$ cat config.mk
export PLATFORM = sky130hd
export DESIGN_NAME = fft_frame_sched_flat
export DESIGN_NICKNAME = d
export VERILOG_FILES = /design/src/rtl/fft_frame_sched_if.sv /design/src/rtl/fft_frame_sched.sv /design/src/flat_wrapper.sv
export SDC_FILE = /design/constraint.sdc
export NUM_CORES = 1
export LEC_CHECK = 0
export ABC_AREA = 0
export ABC_CLOCK_PERIOD_IN_PS = 5600
export BUFFER_PORTS_ARGS = -buffer_cell sky130_fd_sc_hd__buf_2
export CAP_MARGIN = 0
export CORE_AREA = 2 2 195 101
export DETAILED_ROUTE_END_ITERATION = 12
export DIE_AREA = 0 0 197 103
export HOLD_SLACK_MARGIN = 0.03
export PLACE_DENSITY = 0.78
export SYNTH_ARGS = -nofsm -noshare
export SYNTH_HDL_FRONTEND = slang
export SYNTH_SLANG_ARGS = --single-unit
$ cat constraint.sdc
create_clock -name clk -period 5.6 [get_ports clk]
set_input_delay 0.84 -clock clk [delete_from_list [all_inputs] [get_ports clk]]
set_output_delay 0.84 -clock clk [all_outputs]
set_load 0.02 [all_outputs]
$ cat src/rtl/fft_frame_sched_if.sv
// Sample-stream, FFT-core and status signals of the FFT input frame scheduler.
// slave = scheduler side, master = source/core side.
interface fft_frame_sched_if #(
    parameter int N_LOG2 = 3,
    parameter int DW     = 16
);
    logic              req_i;
    logic [DW-1:0]     data_i;
    logic              ready_o;
    logic              fft_start_o;
    logic              fft_bank_o;
    logic [N_LOG2-1:0] fft_rd_addr_i;
    logic [DW-1:0]     fft_rd_data_o;
    logic              fft_done_i;
    logic              overflow_o;
    logic [7:0]        frame_cnt_o;

    modport slave (
        input  req_i, data_i, fft_rd_addr_i, fft_done_i,
        output ready_o, fft_start_o, fft_bank_o, fft_rd_data_o, overflow_o, frame_cnt_o
    );

    modport master (
        output req_i, data_i, fft_rd_addr_i, fft_done_i,
        input  ready_o, fft_start_o, fft_bank_o, fft_rd_data_o, overflow_o, frame_cnt_o
    );
endinterface

$ cat src/rtl/fft_frame_sched.sv
// Ping-pong input frame scheduler for the FFT core: fills one bank while the core reads the other.
// Define FFT_SCHED_BITREV_EN to store samples at bit-reversed addresses (DIT natural-order output).
module fft_frame_sched #(
    parameter int N_LOG2 = 3,
    parameter int DW     = 16
) (
    input  logic              clk,
    input  logic              rst,
    fft_frame_sched_if.slave  bus
);
    localparam int N = 1 << N_LOG2;

    localparam logic [1:0] S_IDLE  = 2'd0;
    localparam logic [1:0] S_START = 2'd1;
    localparam logic [1:0] S_RUN   = 2'd2;

    logic              r_wr_bank;
    logic [N_LOG2-1:0] r_wr_cnt;
    logic [1:0]        r_full;
    logic              r_rd_bank;
    logic [1:0]        r_state;
    logic              r_overflow;
    logic [7:0]        r_frame_cnt;
    logic [DW-1:0]     r_rd_data;
    logic [DW-1:0]     r_mem [0:2*N-1];

    logic              w_ready;
    logic              w_accept;
    logic              w_last;
    logic              w_done;
    logic [1:0]        w_set_full;
    logic [1:0]        w_clr_full;
    logic [N_LOG2-1:0] w_waddr;

    assign w_ready    = !r_full[r_wr_bank];
    assign w_accept   = bus.req_i && w_ready;
    assign w_last     = w_accept && (&r_wr_cnt);
    assign w_done     = (r_state == S_RUN) && bus.fft_done_i;
    // A completing write and a done never hit the same bank: the writer only targets non-full banks.
    assign w_set_full = w_last ? (2'b01 << r_wr_bank) : 2'b00;
    assign w_clr_full = w_done ? (2'b01 << r_rd_bank) : 2'b00;

`ifdef FFT_SCHED_BITREV_EN
    always_comb begin
        w_waddr = '0;
        for (int unsigned i = 0; i < N_LOG2; i++) begin
            w_waddr[i] = r_wr_cnt[N_LOG2-1-i];
        end
    end
`else
    assign w_waddr = r_wr_cnt;
`endif

    always_ff @(posedge clk or posedge rst) begin
        if (rst) begin
            r_wr_bank  <= 1'b0;
            r_wr_cnt   <= '0;
            r_full     <= '0;
            r_overflow <= 1'b0;
        end else begin
            r_full <= (r_full | w_set_full) & ~w_clr_full;
            if (w_accept) begin
                r_wr_cnt <= w_last ? '0 : r_wr_cnt + 1'b1;
                if (w_last) begin
                    r_wr_bank <= !r_wr_bank;
                end
            end
            if (bus.req_i && !w_ready) begin
                r_overflow <= 1'b1;
            end
        end
    end

    always_ff @(posedge clk or posedge rst) begin
        if (rst) begin
            r_state     <= S_IDLE;
            r_rd_bank   <= 1'b0;
            r_frame_cnt <= '0;
        end else begin
            case (r_state)
                S_IDLE:  if (r_full[r_rd_bank]) r_state <= S_START;
                S_START: r_state <= S_RUN;
                S_RUN: begin
                    if (bus.fft_done_i) begin
                        r_rd_bank   <= !r_rd_bank;
                        r_frame_cnt <= r_frame_cnt + 8'd1;
                        r_state     <= S_IDLE;
                    end
                end
                default: r_state <= S_IDLE;
            endcase
        end
    end

    // Buffer storage is deliberately left unreset.
    always_ff @(posedge clk) begin
        if (w_accept) begin
            r_mem[{r_wr_bank, w_waddr}] <= bus.data_i;
        end
    end

    always_ff @(posedge clk or posedge rst) begin
        if (rst) begin
            r_rd_data <= '0;
        end else begin
            r_rd_data <= r_mem[{r_rd_bank, bus.fft_rd_addr_i}];
        end
    end

    assign bus.ready_o       = w_ready;
    assign bus.fft_start_o   = (r_state == S_START);
    assign bus.fft_bank_o    = r_rd_bank;
    assign bus.fft_rd_data_o = r_rd_data;
    assign bus.overflow_o    = r_overflow;
    assign bus.frame_cnt_o   = r_frame_cnt;
endmodule
$ cat src/flat_wrapper.sv
// flat-port wrapper written by rule: the top's interface ports become plain ports
module fft_frame_sched_flat 
#(
    parameter int N_LOG2 = 3,
    parameter int DW     = 16
)
  (clk, rst, bus_req_i, bus_data_i, bus_fft_rd_addr_i, bus_fft_done_i, bus_ready_o, bus_fft_start_o, bus_fft_bank_o, bus_fft_rd_data_o, bus_overflow_o, bus_frame_cnt_o);
  fft_frame_sched_if #(.N_LOG2(N_LOG2), .DW(DW)) bus_i ();
  input  logic clk;
  input  logic rst;
  input wire logic [$bits(bus_i.req_i)-1:0] bus_req_i;
  input wire logic [$bits(bus_i.data_i)-1:0] bus_data_i;
  input wire logic [$bits(bus_i.fft_rd_addr_i)-1:0] bus_fft_rd_addr_i;
  input wire logic [$bits(bus_i.fft_done_i)-1:0] bus_fft_done_i;
  output wire logic [$bits(bus_i.ready_o)-1:0] bus_ready_o;
  output wire logic [$bits(bus_i.fft_start_o)-1:0] bus_fft_start_o;
  output wire logic [$bits(bus_i.fft_bank_o)-1:0] bus_fft_bank_o;
  output wire logic [$bits(bus_i.fft_rd_data_o)-1:0] bus_fft_rd_data_o;
  output wire logic [$bits(bus_i.overflow_o)-1:0] bus_overflow_o;
  output wire logic [$bits(bus_i.frame_cnt_o)-1:0] bus_frame_cnt_o;
  assign bus_i.req_i = bus_req_i;
  assign bus_i.data_i = bus_data_i;
  assign bus_i.fft_rd_addr_i = bus_fft_rd_addr_i;
  assign bus_i.fft_done_i = bus_fft_done_i;
  assign bus_ready_o = bus_i.ready_o;
  assign bus_fft_start_o = bus_i.fft_start_o;
  assign bus_fft_bank_o = bus_i.fft_bank_o;
  assign bus_fft_rd_data_o = bus_i.fft_rd_data_o;
  assign bus_overflow_o = bus_i.overflow_o;
  assign bus_frame_cnt_o = bus_i.frame_cnt_o;
  fft_frame_sched #(.N_LOG2(N_LOG2), .DW(DW)) u_core (.clk(clk), .rst(rst), .bus(bus_i));
endmodule
==> run metrics <==
worst-margin pin slew 1.17 ns; 1st-iter DRT viols 493; Critical Path AT 2.93 ns; Cells after Synth 505; crit path kind primary input to flop; Yosys reg bits 290; postcts setup bufs 0; RSZ-0062 raised after global routing no; hold_buf cts 0; final hold vios 0; TritonCTS clock tree yes; post-synthesis simple-gate area fraction 3.17%; Adder-Cell Fraction of Synth Area 0.680%; grt ovf 0; Max Root-Sink Buffers 3; number of placed I/O pins 51; NumNets Final 593; Avg Inst Size Synth 21.9 µm²; Starting Density 58.6%; Die ar. 0.0203 mm²; die height 103 µm; IO Port Bufs 50; CP endpoint kind flop; Total Routing Usage GR 21.8%; post-route ant nets 0; Synth Cell Area 0.0110 mm²; Max Cap Violations 0; Pleak 4.24 nW; vias in the first global route 5136; Synth Warn # 0; Routed WL 21200 µm; Final Total Pwr 0.00513 W; Skew-Pair Late Insertion Delay 0.52 ns; post-CTS sizing 0; clock root buffer clkbuf_16; Fmax achieved 0.395 GHz; Max-Slew Margin vs Limit 21.8%; sequential area share after synthesis 77.4%; Req. time, crit path 6.00 ns; fin. max-slew vios 0; first-pass GRT wire length 31800 µm; DR vias 5151; number of synthesized flops with an enable pin 256; xor and xnor area share after synthesis 0.714%; DP HPWL 12000 µm; Unique masters post-synth 34; mux share of post-synthesis cell area 14.3%; Pwr per Cell Area 417 mW/mm²; GP Congestion 0.685; Synth Area in Compound Gates 2.40%; Die Wd 197 µm; Clock H-tree levels 1; clk_skew 0.0191 ns; initial antenna violation count 2; drt via density 6.20; Critical Path Start Type primary input; Area growth, synth to finish 11.5%; clk sinks 290; number of remaining DRC errors 0; post-route minimum period 2.53 ns; Crit Path Max Fanout 48; core area 0.0188 mm²; post-DR wirelength/cell 25.6 µm; # rows 36; Setup Viol. Count Final 0; First-pass DRT Iterations 5; fill count 1205; largest net degree at the start of global routing 49; Syn Nets 534; VDD IR-drop max 272 µV; CTS Buf Count 24; main combinational cell family by area after synthesis multiplexers; setup TNS 0 ns; Worst Hold Class primary input to async pin; outcome finished clean; Synth Flop Type edfxtp_1; ratio of cells with drive above 1 in the final layout 23.5%; Period Utilization, post-route 45.2%; post-synthesis async set-or-reset flop share 11.7%; clock slew at reported path FFs 0.07 ns
## power breakdown
group	total, W	internal (W)	switching [W]
clock network	0.00167	0.000941	0.000726
logic	0.000750	0.000263	0.000487
registers	0.00271	0.00260	0.000115
## registers in the layout, indices dropped and copies added (netlist names)
register and flops:
u_core.r_state 2, u_core.bus.frame_cnt_o 8, u_core.bus.fft_bank_o 1, u_core.r_mem 256, u_core.r_wr_bank 1, u_core.bus.overflow_o 1, u_core.r_full 2, u_core.r_wr_cnt 3
u_core.bus.fft_rd_data_o 16
## path summary, 6_finish.rpt
path | startpoint | endpoint | slack (ns) | cells after the start
max | bus_fft_rd_addr_i[0] | u_core.bus.fft_rd_data_o[13] | 3.07 | 5
min | rst | u_core.bus.frame_cnt_o[2] | 0.43 | 3
max reg2reg | u_core.r_wr_bank | u_core.r_mem[4][1] | 3.23 | 2
min reg2reg | u_core.bus.frame_cnt_o[7] | u_core.bus.frame_cnt_o[7] | 0.46 | 1
max in group asynchronous | rst | u_core.bus.fft_rd_data_o[7] | 4.79 | 3
min in group clk | u_core.bus.frame_cnt_o[7] | u_core.bus.frame_cnt_o[7] | 0.46 | 1
## logic make-up (layout without fill, tap and decap cells)
| family | Yosys count | after routing |
|---|---|---|
| fa+ha+maj | 6 | 6 |
| flops | 290 | 290 |
| simple gates | 67 | 67 |
| other cells | 0 | 2 |
| mux | 69 | 69 |
| compound gates | 36 | 36 |
| xor+xnor | 9 | 9 |
| buf+inv | 28 | 105 |
## worst max-delay path: stages
cell     delay [ns]
buf_4          0.66
buf_4          0.46
mux4_1         0.59
a22oi_1        0.24
nand2_1        0.08
## Yosys cell counts, types with 2 or more instances
| cell type | number | area (µm²) |
|---|---|---|
| mux4_1 | 22 | 578 |
| nand4_1 | 3 | 18.8 |
| buf_4 | 3 | 22.5 |
| buf_2 | 4 | 20.0 |
| dfrtp_1 | 34 | 851 |
| nand3_1 | 2 | 10.0 |
| clkbuf_1 | 8 | 30.0 |
| nor3b_1 | 2 | 15.0 |
| edfxtp_1 | 256 | 7690 |
| mux2_2 | 2 | 22.5 |
| nor2_1 | 5 | 18.8 |
| a31oi_1 | 2 | 12.5 |
| xnor2_1 | 6 | 52.6 |
| nand2_1 | 23 | 86.3 |
| xor2_1 | 3 | 26.3 |
| buf_1 | 4 | 15.0 |
| nor3_1 | 4 | 20.0 |
| mux4_2 | 42 | 946 |
| mux2i_1 | 3 | 30.0 |
| buf_6 | 4 | 45.0 |
| inv_1 | 5 | 18.8 |
| a22oi_1 | 32 | 240 |
| ha_1 | 6 | 75.1 |
| and2_1 | 17 | 106 |
| nor2b_1 | 4 | 25.0 |
## cell type report
type                    instances  area, µm²  share of cell area [%]
diodes                          2       5.00                  0.0407
clock buffers                  33        676                    5.49
clock inverters                11        111                   0.905
inverters                       5       18.8                   0.153
multi-input cells             187       2350                    19.1
flip-flops and latches        290       8540                    69.4
well taps                     247        309                    2.51
repair buffers                 56        298                    2.42
## through the flow
| stage | hold slack (ns) | instance area, µm² | util (%) | worst slack, ns | cells |
|---|---|---|---|---|---|
| global placement | 0.451 | 11500 | 61.1 | 2.53 | 785 |
| CTS | 0.460 | 12300 | 65.3 | 3.02 | 829 |
| finish | 0.432 | 12300 | 65.3 | 3.07 | 831 |
| detailed placement | 0.454 | 11500 | 61.1 | 2.47 | 785 |
| global route | 0.488 | 12300 | 65.3 | 2.85 | 829 |
| floorplan | 0.456 | 11000 | - | 3.44 | 505 |
## routing by layer
layer,vias to the layer above,track usage (%),share of wire [%]
met5,-,0,0
met4,0,4.74,1.7
met3,33,5.04,7.3
met2,195,33.9,46
met1,2717,32.6,45
li1,2206,-,-
## layout by cell type (no fill, tap or decap), types with 2 or more instances in the layout
cell type,n
bufinv_16,2
mux2_2,2
ha_1,6
nand4_1,3
mux2i_1,3
nor3b_1,2
mux4_2,42
xor2_1,3
clkinvlp_4,2
dfrtp_1,34
nor2b_1,4
edfxtp_1,256
a31oi_1,2
nand3_1,2
clkbuf_8,2
diode_2,2
and2_1,17
mux4_1,22
clkinv_2,4
a22oi_1,32
xnor2_1,6
buf_2,49
nor2_1,5
buf_4,7
clkbuf_1,6
nor3_1,4
clkbuf_16,25
inv_1,5
clkinv_1,2
nand2_1,23
Power figures use the tool's default switching activity.
